--- src/rtl/reset_gen.sv ---
// Reset request generator: merges board reset, debounced pushbutton and software
// request into one registered, minimum-width active-high reset request.
module reset_gen #(
    parameter int SYNC_STAGES     = 2,
    parameter int DEBOUNCE_CYCLES = 16,
    parameter int HOLD_CYCLES     = 32,
    parameter int POR_CYCLES      = 64,
    parameter int CNT_W           = 16
) (
    input  logic       clk,
    input  logic       preset_n,
    input  logic       btn_n,
    input  logic       sw_req,
    output logic       preset_out,
    output logic [1:0] reset_cause,
    output logic [7:0] reset_count
);

    // state    | meaning
    // ST_POR   | power-on hold, counting POR_CYCLES after preset_n release
    // ST_HOLD  | warm reset hold, counting HOLD_CYCLES
    // ST_WAIT  | hold expired with button still pressed, wait for release
    // ST_RUN   | reset released, watching button and software request
    typedef enum logic [1:0] {
        ST_POR  = 2'd0,
        ST_HOLD = 2'd1,
        ST_WAIT = 2'd2,
        ST_RUN  = 2'd3
    } state_t;

    localparam logic [1:0]       CAUSE_POR = 2'b01;
    localparam logic [1:0]       CAUSE_BTN = 2'b10;
    localparam logic [1:0]       CAUSE_SW  = 2'b11;
    localparam logic [CNT_W-1:0] POR_LOAD  = CNT_W'(POR_CYCLES);
    localparam logic [CNT_W-1:0] HOLD_LOAD = CNT_W'(HOLD_CYCLES);
    localparam logic [CNT_W-1:0] DEB_LAST  = CNT_W'(DEBOUNCE_CYCLES - 1);
    localparam logic [CNT_W-1:0] CNT_ONE   = CNT_W'(1);

    logic [SYNC_STAGES-1:0] sync_q;
    logic                   btn_s;
    logic                   deb;
    logic [CNT_W-1:0]       deb_cnt;
    state_t                 state, next_state;
    logic [CNT_W-1:0]       cnt, cnt_next;
    logic [1:0]             cause_next;
    logic                   hold_entry;

    always_ff @(posedge clk or negedge preset_n) begin
        if (!preset_n) begin
            sync_q <= '0;
        end else begin
            sync_q <= {sync_q[SYNC_STAGES-2:0], ~btn_n};
        end
    end

    assign btn_s = sync_q[SYNC_STAGES-1];

    // deb toggles on the sample that brings the mismatch run up to DEBOUNCE_CYCLES
    always_ff @(posedge clk or negedge preset_n) begin
        if (!preset_n) begin
            deb     <= 1'b0;
            deb_cnt <= '0;
        end else if (btn_s == deb) begin
            deb_cnt <= '0;
        end else if (deb_cnt == DEB_LAST) begin
            deb     <= ~deb;
            deb_cnt <= '0;
        end else begin
            deb_cnt <= deb_cnt + 1'b1;
        end
    end

    always_comb begin
        next_state = state;
        cnt_next   = cnt;
        cause_next = reset_cause;
        hold_entry = 1'b0;
        case (state)
            ST_POR, ST_HOLD: begin
                if (cnt <= CNT_ONE) begin
                    next_state = deb ? ST_WAIT : ST_RUN;
                end else begin
                    cnt_next = cnt - 1'b1;
                end
            end
            ST_WAIT: begin
                if (!deb) begin
                    next_state = ST_RUN;
                end
            end
            ST_RUN: begin
                // RUN is only entered with deb low, so deb high here is a fresh press
                if (deb) begin
                    next_state = ST_HOLD;
                    cnt_next   = HOLD_LOAD;
                    cause_next = CAUSE_BTN;
                    hold_entry = 1'b1;
                end else if (sw_req) begin
                    next_state = ST_HOLD;
                    cnt_next   = HOLD_LOAD;
                    cause_next = CAUSE_SW;
                    hold_entry = 1'b1;
                end
            end
            default: begin
                next_state = ST_POR;
                cnt_next   = POR_LOAD;
            end
        endcase
    end

    always_ff @(posedge clk or negedge preset_n) begin
        if (!preset_n) begin
            state       <= ST_POR;
            cnt         <= POR_LOAD;
            preset_out  <= 1'b1;
            reset_cause <= CAUSE_POR;
            reset_count <= '0;
        end else begin
            state       <= next_state;
            cnt         <= cnt_next;
            preset_out  <= (next_state != ST_RUN);
            reset_cause <= cause_next;
            if (hold_entry && (reset_count != 8'hFF)) begin
                reset_count <= reset_count + 1'b1;
            end
        end
    end

endmodule

--- config.mk ---
export PLATFORM = sky130hd
export DESIGN_NAME = reset_gen
export DESIGN_NICKNAME = d
export VERILOG_FILES = /design/src/rtl/reset_gen.sv
export SDC_FILE = /design/constraint.sdc
export NUM_CORES = 1
export LEC_CHECK = 0
export CELL_PAD_IN_SITES_DETAIL_PLACEMENT = 1
export CELL_PAD_IN_SITES_GLOBAL_PLACEMENT = 1
export CORE_UTILIZATION = 35
export DETAILED_ROUTE_END_ITERATION = 10
export GPL_ROUTABILITY_DRIVEN = 0
export PLACE_DENSITY_LB_ADDON = 0.08
export SKIP_CTS_REPAIR_TIMING = 1
export SYNTH_ARGS = -nofsm -noshare
export SYNTH_HDL_FRONTEND = slang
export SYNTH_SLANG_ARGS = --single-unit
--- constraint.sdc ---
create_clock -name clk -period 6.3 [get_ports clk]
set_input_delay 0.945 -clock clk [delete_from_list [all_inputs] [get_ports clk]]
set_output_delay 0.945 -clock clk [all_outputs]
set_load 0.01 [all_outputs]
# ---- Yosys cells after proc, flatten, opt, wreduce, memory -nomap -nowiden
# Index checks and enable logic that the tools add are counted.
# Widths: inputs -> output; s select.
dict set report op_classes {
  n_addsub 3
  n_lt_le_gt_ge 1
  eq_ne 9
  mux 17
  bitwise 3
  n_reduce_logical 8
}
# operator n
set ops {}
lappend ops {{$mux 16} 5}
lappend ops {{$pmux 16 s2} 1}
lappend ops {{$add 16x1->16 const B} 1}
lappend ops {{$eq 16x4->1 const B} 1}
lappend ops {{$le 16x1->1 const B} 1}
lappend ops {{$sub 16x1->16 const B} 1}
lappend ops {{$mux 2} 6}
lappend ops {{$add 8x1->8 const B} 1}
lappend ops {{$ne 8x8->1 const B} 1}
lappend ops {{$pmux 2 s3} 1}
lappend ops {{$eq 2x2->1 const B} 2}
lappend ops {{$mux 1} 4}
lappend ops {{$ne 2x2->1 const B} 2}
lappend ops {{$reduce_and 2->1} 2}
lappend ops {{$reduce_bool 2->1} 2}
lappend ops {{$ne 3x3->1 const B} 1}
lappend ops {{$not 1->1} 3}
lappend ops {{$reduce_and 3->1} 1}
lappend ops {{$eq 2x1->1 const B} 1}
lappend ops {{$logic_not 2->1} 1}
lappend ops {{$reduce_or 2->1} 1}
lappend ops {{$eq 1x1->1} 1}
lappend ops {{$logic_and 1x1->1} 1}
dict set report word_totals {
  register_bits 48
  inputBits 4
  out_inout_bits 11
  word_cells 49
}

# ---- Depth between registers and ports, before layout
# Gate-level depths: netlist of the first run.
dict set report logic_depth {
  ltp_word 4
  mapped_depth 7
  ltp_nobuf 6
}

# ---- Worst setup path after synthesis of the first run
# OpenSTA, ideal clock, no wires.
dict set report synth_path {
  path_type {input to register}
  from {in sw_req}
  to {reg reset_count[5]}
  setup_ns 0.126
  t_arrival_ns 1.959
  t_required_ns 6.174
  setup_slack_ns 4.214
  path_stages 6
  n_path_buf 1
  cell_sequence {o211a_1 > clkbuf_1 > o21ai_1 > nor2_1 > nand3_1 > xnor2_1}
}
dict set report synth_via {
  elab_chain_cells 4
}
# item line_no
set synth_rtl {}
lappend synth_rtl {{start, declared} 13} ;# input logic sw_req,
lappend synth_rtl {{$mux 1} 98} ;# end else if (sw_req) begin
lappend synth_rtl {{$mux 1} 93} ;# if (deb) begin
lappend synth_rtl {{$mux 1} 78} ;# case (state)
lappend synth_rtl {{$logic_and 1x1->1} 124} ;# if (hold_entry && (reset_count != 8'hFF)) begin
lappend synth_rtl {{end signal, assigned} 125} ;# reset_count <= reset_count + 1'b1;
lappend synth_rtl {{end, declared} 16} ;# output logic [7:0] reset_count
# No other way between the ends.
# A chain may end at the register's enable or synchronous reset.

# ---- Worst setup path after layout of the first run
# Ends and elaborated chain as after synthesis.

==> results.py, run 1 <==
metrics = {
    "drt": {
        "vias": 1658,
        "routed_wire_length_per_instance_um": 16.4,
        "totalWireLength_um": 5050,
        "drtIter0Drc": 73,
        "drc": 0,
        "via_count_normalized_by_instance_count": 5.37,
        "router_iterations_before_antenna_repair": 4,
        "detail-route-antenna-nets": 0,
    },
    "worst_setup_path": {
        "crit-reg2reg-launch": "cnt[0]",
        "reg2regPathDepth": 6,
        "cp.required_ns": 6.50,
        "timing.critical_path.fanout_max": 10,
        "reg2reg_to": "cnt[8]",
        "worstSetupPathType": "in -> reg",
        "worst-r2r-setup-slack_ns": 3.93,
        "worst_endpoint_data_arrival_time_ns": 2.58,
        "end_kind": "flop",
        "critical_path.startpoint_type": "primary input",
    },
    "logic_synthesis": {
        "synthDistinctLibCells": 40,
        "fraction_of_post_synthesis_cell_area_in_the_top_cell_type_by_area": 0.499,
        "synth_sequential_area_ratio": 0.534,
        "synth_enable_flop_cells": 0,
        "synth_seq_cells": 48,
        "postSynthNetCount": 227,
        "synthArstFlopShare": 1.00,
        "synthFlopType": "dfrtp_1",
        "synth_area_per_cell_um2": 10.3,
        "yosysTopAreaCell": "dfrtp_1",
        "synth_top_cells_by_area": "dfrtp_1, xor2_1, nor2_1, xnor2_1, dfstp_2",
        "syn-cell-area_um2": 2260,
        "synth_warnings": 0,
        "synth_instances": 219,
    },
    "global_route": {
        "number_of_antenna_violations_at_the_first_check_in_global_routing": 0,
        "global_route_wire_length_before_repair_um": 8620,
        "grt.total_usage": 0.171,
        "via_count_of_the_first_global_routing_pass": 1732,
        "grt_start_max_net_pins": 49,
        "grt_overflow_total": 0,
    },
    "floorplanning": {
        "core_area_um2": 6060,
        "initial_cell_density_of_the_core": 0.373,
        "floorplan.die_area_um2": 6780,
        "core.rowCount": 28,
        "die_width_um": 82.3,
        "y_dimension_of_the_die_um": 82.3,
        "ioPinCount": 15,
    },
    "layout": {
        "syn2layout_area_growth_pct": 13.7,
        "finalNetCount": 241,
        "final_layout_size_suffix_gt1_frac": 0.0855,
        "num_antenna_cells": 0,
        "post_layout_nonfiller_instances": 309,
        "final_common_cell": "dfrtp_1",
        "final_cell_mix": "dfrtp_1, nor2_1, nand3_1",
        "layout.area.seq_um2": 1200,
        "filler_cell_count": 697,
        "multi_input_area_um2": 1000,
    },
    "clock_tree": {
        "clock_path_buffers": 2,
        "count_of_h_tree_levels_built_during_cts": 2,
        "insertion_delay_ns": 0.30,
        "clock_sinks": 48,
        "clock_transition_at_the_register_clock_pins_on_the_worst_setup_and_hold_paths_after_cts_ns": 0.09,
        "tritoncts_clock_tree": "built",
        "cts_bufs_inserted": 5,
        "cts-root-buf": "clkbuf_8",
    },
    "place": {
        "hpwlAfterDp_um": 3430,
        "io_buffer_count": 14,
        "placed_cells_incl_taps": 301,
    },
    "hold_path": {
        "hold_end": "sync_q[1]",
        "min-delay-path-class": "reg -> reg",
        "min_delay_path_depth": 0,
        "hold_path.startpoint": "sync_q[0]",
    },
    "timing": {
        "fmax_ghz": 0.419,
        "finalClockSkew_ns": 0.00623,
        "finalHoldViolCount": 0,
        "relSlewSlack": 0.284,
        "grt_setup_unrepaired": "false",
        "setup_tns_after_final_layout_ns": 0,
        "setup_violations": 0,
        "final_clock_period_utilization_by_the_worst_path": 0.379,
        "worst_pin_slew_ns": 1.07,
        "timing.final.crit_period_ns": 2.39,
        "slew_violations": 0,
    },
    "pwr": {
        "powerDensity_nw_per_um2": 377,
        "leakage_nw": 1.11,
        "irDropWorstVdd_mv": 0.143,
    },
    "outcome": {
        "status": "finished clean",
    },
    "job": {
        "drv_cap": 0,
    },
}
==> report_power, final <==
group	internal (mW)	total [mW]	switching, mW	leakage (nW)
combinational	0.124	0.291	0.168	0.435
sequential	0.374	0.452	0.0781	0.619
clock	0.118	0.223	0.105	0.0552
==> metrics by stage <==
| stage | hold slack [ns] | utilization | setup slack, ns | power (mW) | area (um2) |
|---|---|---|---|---|---|
| global placement | 0.343 | 0.406 | 3.63 | 0.724 | 2460 |
| floorplan | 0.331 | - | 4.21 | 0.639 | 2260 |
| CTS | 0.385 | 0.424 | 3.89 | 0.978 | 2570 |
| finish | 0.371 | 0.424 | 3.91 | 0.967 | 2570 |
| global route | 0.396 | 0.424 | 3.75 | 1.04 | 2570 |
| detailed placement | 0.364 | 0.406 | 3.57 | 0.746 | 2460 |
==> worst max-delay path, cell delays in order <==
cell and delay (ns):
clkdlybuf4s50_1 0.53, o211a_1 0.35, o21ai_1 0.28, nor2_1 0.22
nand3_1 0.12, xnor2_1 0.14
==> synth_stat cells, types with 5 or more instances <==
cell	instances
nand2_1	14
a21oi_1	6
nor4_1	8
inv_1	6
o21ai_0	8
nand3_1	15
nand4_1	6
clkbuf_1	5
xor2_1	13
nor2_1	28
dfrtp_1	45
xnor2_1	12
nor3_1	7
==> sequential cells by signal, indices dropped and copies added (netlist names) <==
name / count
cnt: 16
deb: 1
deb_cnt: 16
preset_out: 1
reset_cause: 2
reset_count: 8
state: 2
sync_q: 2
==> how the worst max path moves through the flow <==
| stage | slack, ns | end | from | depth (start not counted) |
|---|---|---|---|---|
| floorplan | 4.21 | reset_count[5] | sw_req | 6 |
| global placement | 3.63 | reset_count[5] | sw_req | 6 |
| detailed placement | 3.57 | reset_count[5] | sw_req | 6 |
| CTS | 3.89 | reset_count[5] | sw_req | 6 |
| global route | 3.75 | reset_count[5] | sw_req | 6 |
| finish | 3.91 | reset_count[5] | sw_req | 6 |
==> layer usage <==
metal  up-vias  part of all wire  global-route usage
met2        19              0.48               0.278
li1        807                 -                   -
met3         5             0.026              0.0407
met4         0             0.011              0.0474
met5         -                 0                   0
met1       827              0.49               0.227
==> area by class of cell <==
type                            instances  area share
Clock inverter                          2      0.0136
Inverter                                6     0.00877
Timing Repair Buffer                   14      0.0526
Tap cell                               75      0.0365
Multi-Input combinational cell        158       0.391
Sequential cell                        48       0.469
Clock buffer                            6      0.0283
==> logic make-up (layout without fill, tap and decap cells) <==
family                     count (synthesis)  count (layout)  synth area share
and+or+nand+nor                           94              94             0.218
muxes                                      5               5            0.0233
DFF                                       48              48             0.534
buffers and inverters                     13              28            0.0222
adders and majority gates                  4               4            0.0222
AOI/OAI and AO/OA                         30              30            0.0842
xor gates and xnor gates                  25              25            0.0970
No activity file was read; power rests on OpenSTA's default activity.
==> inputs of run 2 (changes only) <==
- clock period: 6.3 -> 2.2 ns (I/O delays scaled with it)
==> results.py, run 2 (synthesis results as in run 1) <==
metrics = {
    "clock_tree": {
        "cts-root-buf": "clkbuf_8",
        "tritoncts_clock_tree": "built",
        "count_of_h_tree_levels_built_during_cts": 2,
        "insertion_delay_ns": 0.30,
        "clock_sinks": 48,
        "clock_path_buffers": 2,
        "clock_transition_at_the_register_clock_pins_on_the_worst_setup_and_hold_paths_after_cts_ns": 0.10,
        "cts_bufs_inserted": 5,
    },
    "layout": {
        "multi_input_area_um2": 1000,
        "final_layout_size_suffix_gt1_frac": 0.119,
        "final_common_cell": "dfrtp_1",
        "num_antenna_cells": 0,
        "finalNetCount": 250,
        "reg_top3": "cnt (16), deb_cnt (16), reset_count (8)",
        "syn2layout_area_growth_pct": 16.7,
        "layout.area.seq_um2": 1200,
        "filler_cell_count": 692,
        "final_cell_mix": "dfrtp_1, nor2_1, nand3_1",
    },
    "floorplanning": {
        "y_dimension_of_the_die_um": 82.3,
        "die_width_um": 82.3,
        "initial_cell_density_of_the_core": 0.373,
        "floorplan.die_area_um2": 6780,
        "core_area_um2": 6060,
        "ioPinCount": 15,
        "core.rowCount": 28,
    },
    "drt": {
        "drtIter0Drc": 51,
        "detail-route-antenna-nets": 0,
        "router_iterations_before_antenna_repair": 3,
        "drc": 0,
        "via_count_normalized_by_instance_count": 5.25,
        "routed_wire_length_per_instance_um": 16.7,
        "vias": 1670,
        "totalWireLength_um": 5320,
    },
    "global_route": {
        "grt_overflow_total": 0,
        "grt.total_usage": 0.180,
        "global_route_wire_length_before_repair_um": 8990,
        "via_count_of_the_first_global_routing_pass": 1823,
        "number_of_antenna_violations_at_the_first_check_in_global_routing": 0,
        "grt_start_max_net_pins": 26,
    },
    "worst_setup_path": {
        "worst_endpoint_data_arrival_time_ns": 2.31,
        "worstSetupPathType": "reg -> reg",
        "critical_path.startpoint_type": "flop",
        "timing.critical_path.fanout_max": 5,
        "cp.required_ns": 2.39,
        "reg2regPathDepth": 5,
        "end_kind": "flop",
    },
    "hold_path": {
        "min-delay-path-class": "in -> async",
    },
    "pwr": {
        "leakage_nw": 1.15,
        "powerDensity_nw_per_um2": 1070,
        "irDropWorstVdd_mv": 0.472,
        "total_power_mw": 2.81,
    },
    "timing": {
        "slew_violations": 0,
        "finalHoldViolCount": 0,
        "worst_pin_slew_ns": 0.613,
        "final_clock_period_utilization_by_the_worst_path": 0.964,
        "finalClockSkew_ns": 0.0104,
        "timing.final.crit_period_ns": 2.12,
        "setup_tns_after_final_layout_ns": 0,
        "grt_setup_unrepaired": "true",
        "relSlewSlack": 0.581,
        "fmax_ghz": 0.472,
        "setup_violations": 0,
    },
    "place": {
        "io_buffer_count": 14,
        "hpwlAfterDp_um": 3780,
    },
    "job": {
        "drv_cap": 0,
    },
    "outcome": {
        "status": "finished clean",
    },
}
==> run 2: per-layer routing <==
layer	wire (um)	track usage	share of wire
met1	2630	0.232	0.49
met2	2520	0.298	0.47
met3	119	0.0374	0.022
met4	53	0.0632	0.010
met5	0	0	0
==> run 2: worst paths after layout <==
| path | from | end | slack [ns] |
|---|---|---|---|
| max in group asynchronous | preset_n | preset_out | 1.48 |
| max | cnt[5] | cnt[14] | 0.08 |
| min reg2reg | sync_q[0] | sync_q[1] | 0.38 |
| min | preset_n | cnt[9] | 0.02 |
| max reg2reg | cnt[5] | cnt[14] | 0.08 |
| min in group clk | sync_q[0] | sync_q[1] | 0.38 |
==> run 2: critical path, cell delays in order, from the launching register on <==
cell	delay (ns)
dfrtp_1	0.42
or4_4	0.59
or4_4	0.48
nor4_2	0.31
xnor2_1	0.15
nor2_1	0.06
==> run 2: through the flow <==
| stage | cell area, um2 | util | std cells | setup WS (ns) | hold slack [ns] |
|---|---|---|---|---|---|
| 5_1_grt | 2640 | 0.435 | 318 | -0.00197 | 0.0558 |
| 4_1_cts | 2640 | 0.435 | 318 | 0.0671 | 0.0277 |
| 3_3_place_gp | 2530 | 0.417 | 310 | 0.161 | 0.347 |
| 2_1_floorplan | 2260 | - | 219 | 0.208 | 0.0344 |
| 3_5_place_dp | 2530 | 0.417 | 310 | 0.0832 | 0.362 |
| 6_report | 2640 | 0.435 | 318 | 0.0793 | 0.0151 |
==> run 2: power by group <==
part	internal [mW]	total (mW)	switching, mW
Clock	0.338	0.638	0.300
Combinational	0.405	0.885	0.480
Sequential	1.07	1.29	0.222
Total	1.81	2.81	1.00
==> run 2: final cells by class <==
| class | instances | share of cell area |
|---|---|---|
| Inverter | 6 | 0.00855 |
| Multi-Input combinational cell | 158 | 0.381 |
| Clock buffer | 6 | 0.0275 |
| Sequential cell | 48 | 0.457 |
| Timing Repair Buffer | 23 | 0.0769 |
| Tap cell | 75 | 0.0356 |
| Clock inverter | 2 | 0.0133 |
==> inputs of run 3 (changes only) <==
- MAX_ROUTING_LAYER: unset -> met4
==> results.py, run 3 (synthesis results as in run 1) <==
metrics = {
    "drt": {
        "drtIter0Drc": 49,
        "vias": 1679,
        "drc": 0,
        "router_iterations_before_antenna_repair": 4,
        "totalWireLength_um": 5330,
        "routed_wire_length_per_instance_um": 16.7,
        "detail-route-antenna-nets": 0,
        "via_count_normalized_by_instance_count": 5.28,
    },
    "floorplanning": {
        "y_dimension_of_the_die_um": 82.3,
        "ioPinCount": 15,
        "die_width_um": 82.3,
        "initial_cell_density_of_the_core": 0.373,
        "core.rowCount": 28,
        "core_area_um2": 6060,
        "floorplan.die_area_um2": 6780,
    },
    "global_route": {
        "grt_start_max_net_pins": 26,
        "number_of_antenna_violations_at_the_first_check_in_global_routing": 0,
        "global_route_wire_length_before_repair_um": 9000,
        "grt_overflow_total": 0,
        "grt_busiest_layer": "met2",
        "groute.layer.met1.usage": 0.234,
        "globalRouteMet3Util": 0.0374,
        "via_count_of_the_first_global_routing_pass": 1820,
        "grt_util_met2": 0.296,
        "grt.total_usage": 0.186,
    },
    "layout": {
        "final_common_cell": "dfrtp_1",
        "num_antenna_cells": 0,
        "finalNetCount": 250,
        "layout.cell_area.non_filler_um2": 2640,
        "syn2layout_area_growth_pct": 16.7,
        "filler_cell_count": 692,
        "final_layout_size_suffix_gt1_frac": 0.119,
        "reg_top3": "cnt (16), deb_cnt (16), reset_count (8)",
        "final_cell_mix": "dfrtp_1, nor2_1, nand3_1",
        "post_layout_nonfiller_instances": 318,
    },
    "clock_tree": {
        "clock_transition_at_the_register_clock_pins_on_the_worst_setup_and_hold_paths_after_cts_ns": 0.10,
        "clock_sinks": 48,
        "count_of_h_tree_levels_built_during_cts": 2,
        "insertion_delay_ns": 0.31,
        "cts-root-buf": "clkbuf_8",
        "clock_path_buffers": 2,
        "cts_bufs_inserted": 5,
        "tritoncts_clock_tree": "built",
    },
    "timing": {
        "finalHoldViolCount": 0,
        "worst_pin_slew_ns": 0.601,
        "grt_setup_unrepaired": "true",
        "relSlewSlack": 0.589,
        "setup_tns_after_final_layout_ns": 0,
        "slew_violations": 0,
        "timing.final.crit_period_ns": 2.13,
        "finalClockSkew_ns": 0.0129,
        "fin_worst_hold_slack_ns": 0.0109,
        "final_clock_period_utilization_by_the_worst_path": 0.968,
        "fmax_ghz": 0.470,
        "setup_violations": 0,
    },
    "pwr": {
        "total_power_mw": 2.82,
        "powerDensity_nw_per_um2": 1070,
        "leakage_nw": 1.15,
        "irDropWorstVdd_mv": 0.471,
    },
    "worst_setup_path": {
        "timing.critical_path.fanout_max": 5,
        "slowest_stage": "or4_4",
        "critical-path-max-stage-delay_ns": 0.57,
        "end_kind": "flop",
        "crit_chain": "or4_4 -> or4_4 -> nor4_2 -> xnor2_1 -> nor2_1",
        "worst_endpoint_data_arrival_time_ns": 2.32,
        "critical_path.startpoint_type": "flop",
        "path_common_cell": "or4_4",
        "worstSetupPathType": "reg -> reg",
        "critical-path-top-delay-family": "simple AND/OR/NAND/NOR gates",
        "worst-path-buf-inv": 0,
        "cp.required_ns": 2.39,
    },
    "place": {
        "io_buffer_count": 14,
        "hpwlAfterDp_um": 3780,
        "placed_cells_incl_taps": 310,
        "dpl_cell_area_um2": 2530,
    },
    "hold_path": {
        "min-delay-path-class": "in -> async",
    },
    "outcome": {
        "status": "finished clean",
    },
    "job": {
        "drv_cap": 0,
    },
}
-- run 3: layer usage --
layer / vias up / share of wire
met4: 0 / 0.010
li1: 824 / -
met1: 833 / 0.49
met5: - / 0
met2: 17 / 0.47
met3: 5 / 0.023
-- run 3: cell type report --
| cell class | instances | area (um2) | share of cell area |
|---|---|---|---|
| clock buffer | 6 | 72.6 | 0.0275 |
| timing repair buffer | 23 | 203 | 0.0769 |
| tap | 75 | 93.8 | 0.0356 |
| inverter | 6 | 22.5 | 0.00855 |
| sequential | 48 | 1200 | 0.457 |
| clock inverter | 2 | 35.0 | 0.0133 |
| multi-input combinational | 158 | 1000 | 0.381 |
-- run 3: worst register-to-register path: stages, from the launching register on --
cell and delay (ns):
dfrtp_1 0.44, or4_4 0.57, or4_4 0.49, nor4_2 0.31
xnor2_1 0.15, nor2_1 0.06
-- run 3: stage by stage --
stage / setup WS (ns) / util
after floorplan: 0.208 / -
after global routing: -0.00511 / 0.435
final: 0.0707 / 0.435
after detailed placement: 0.0832 / 0.417
after CTS: 0.0671 / 0.435
after global placement: 0.161 / 0.417
-- run 3: where the power goes --
group,internal [mW],switching (mW)
clock,0.338,0.304
combinational,0.405,0.481
sequential,1.07,0.221
total,1.81,1.01
-- run 3: worst paths after layout --
path,startpoint,to,slack [ns],depth (start not counted)
worst max-delay path,cnt[4],cnt[14],0.07,5
worst min-delay path,preset_n,cnt[9],0.01,1
worst max register to register,cnt[4],cnt[14],0.07,5
worst min register to register,sync_q[0],sync_q[1],0.38,0
max in group asynchronous,preset_n,preset_out,1.48,2
min in group clk,sync_q[0],sync_q[1],0.38,0
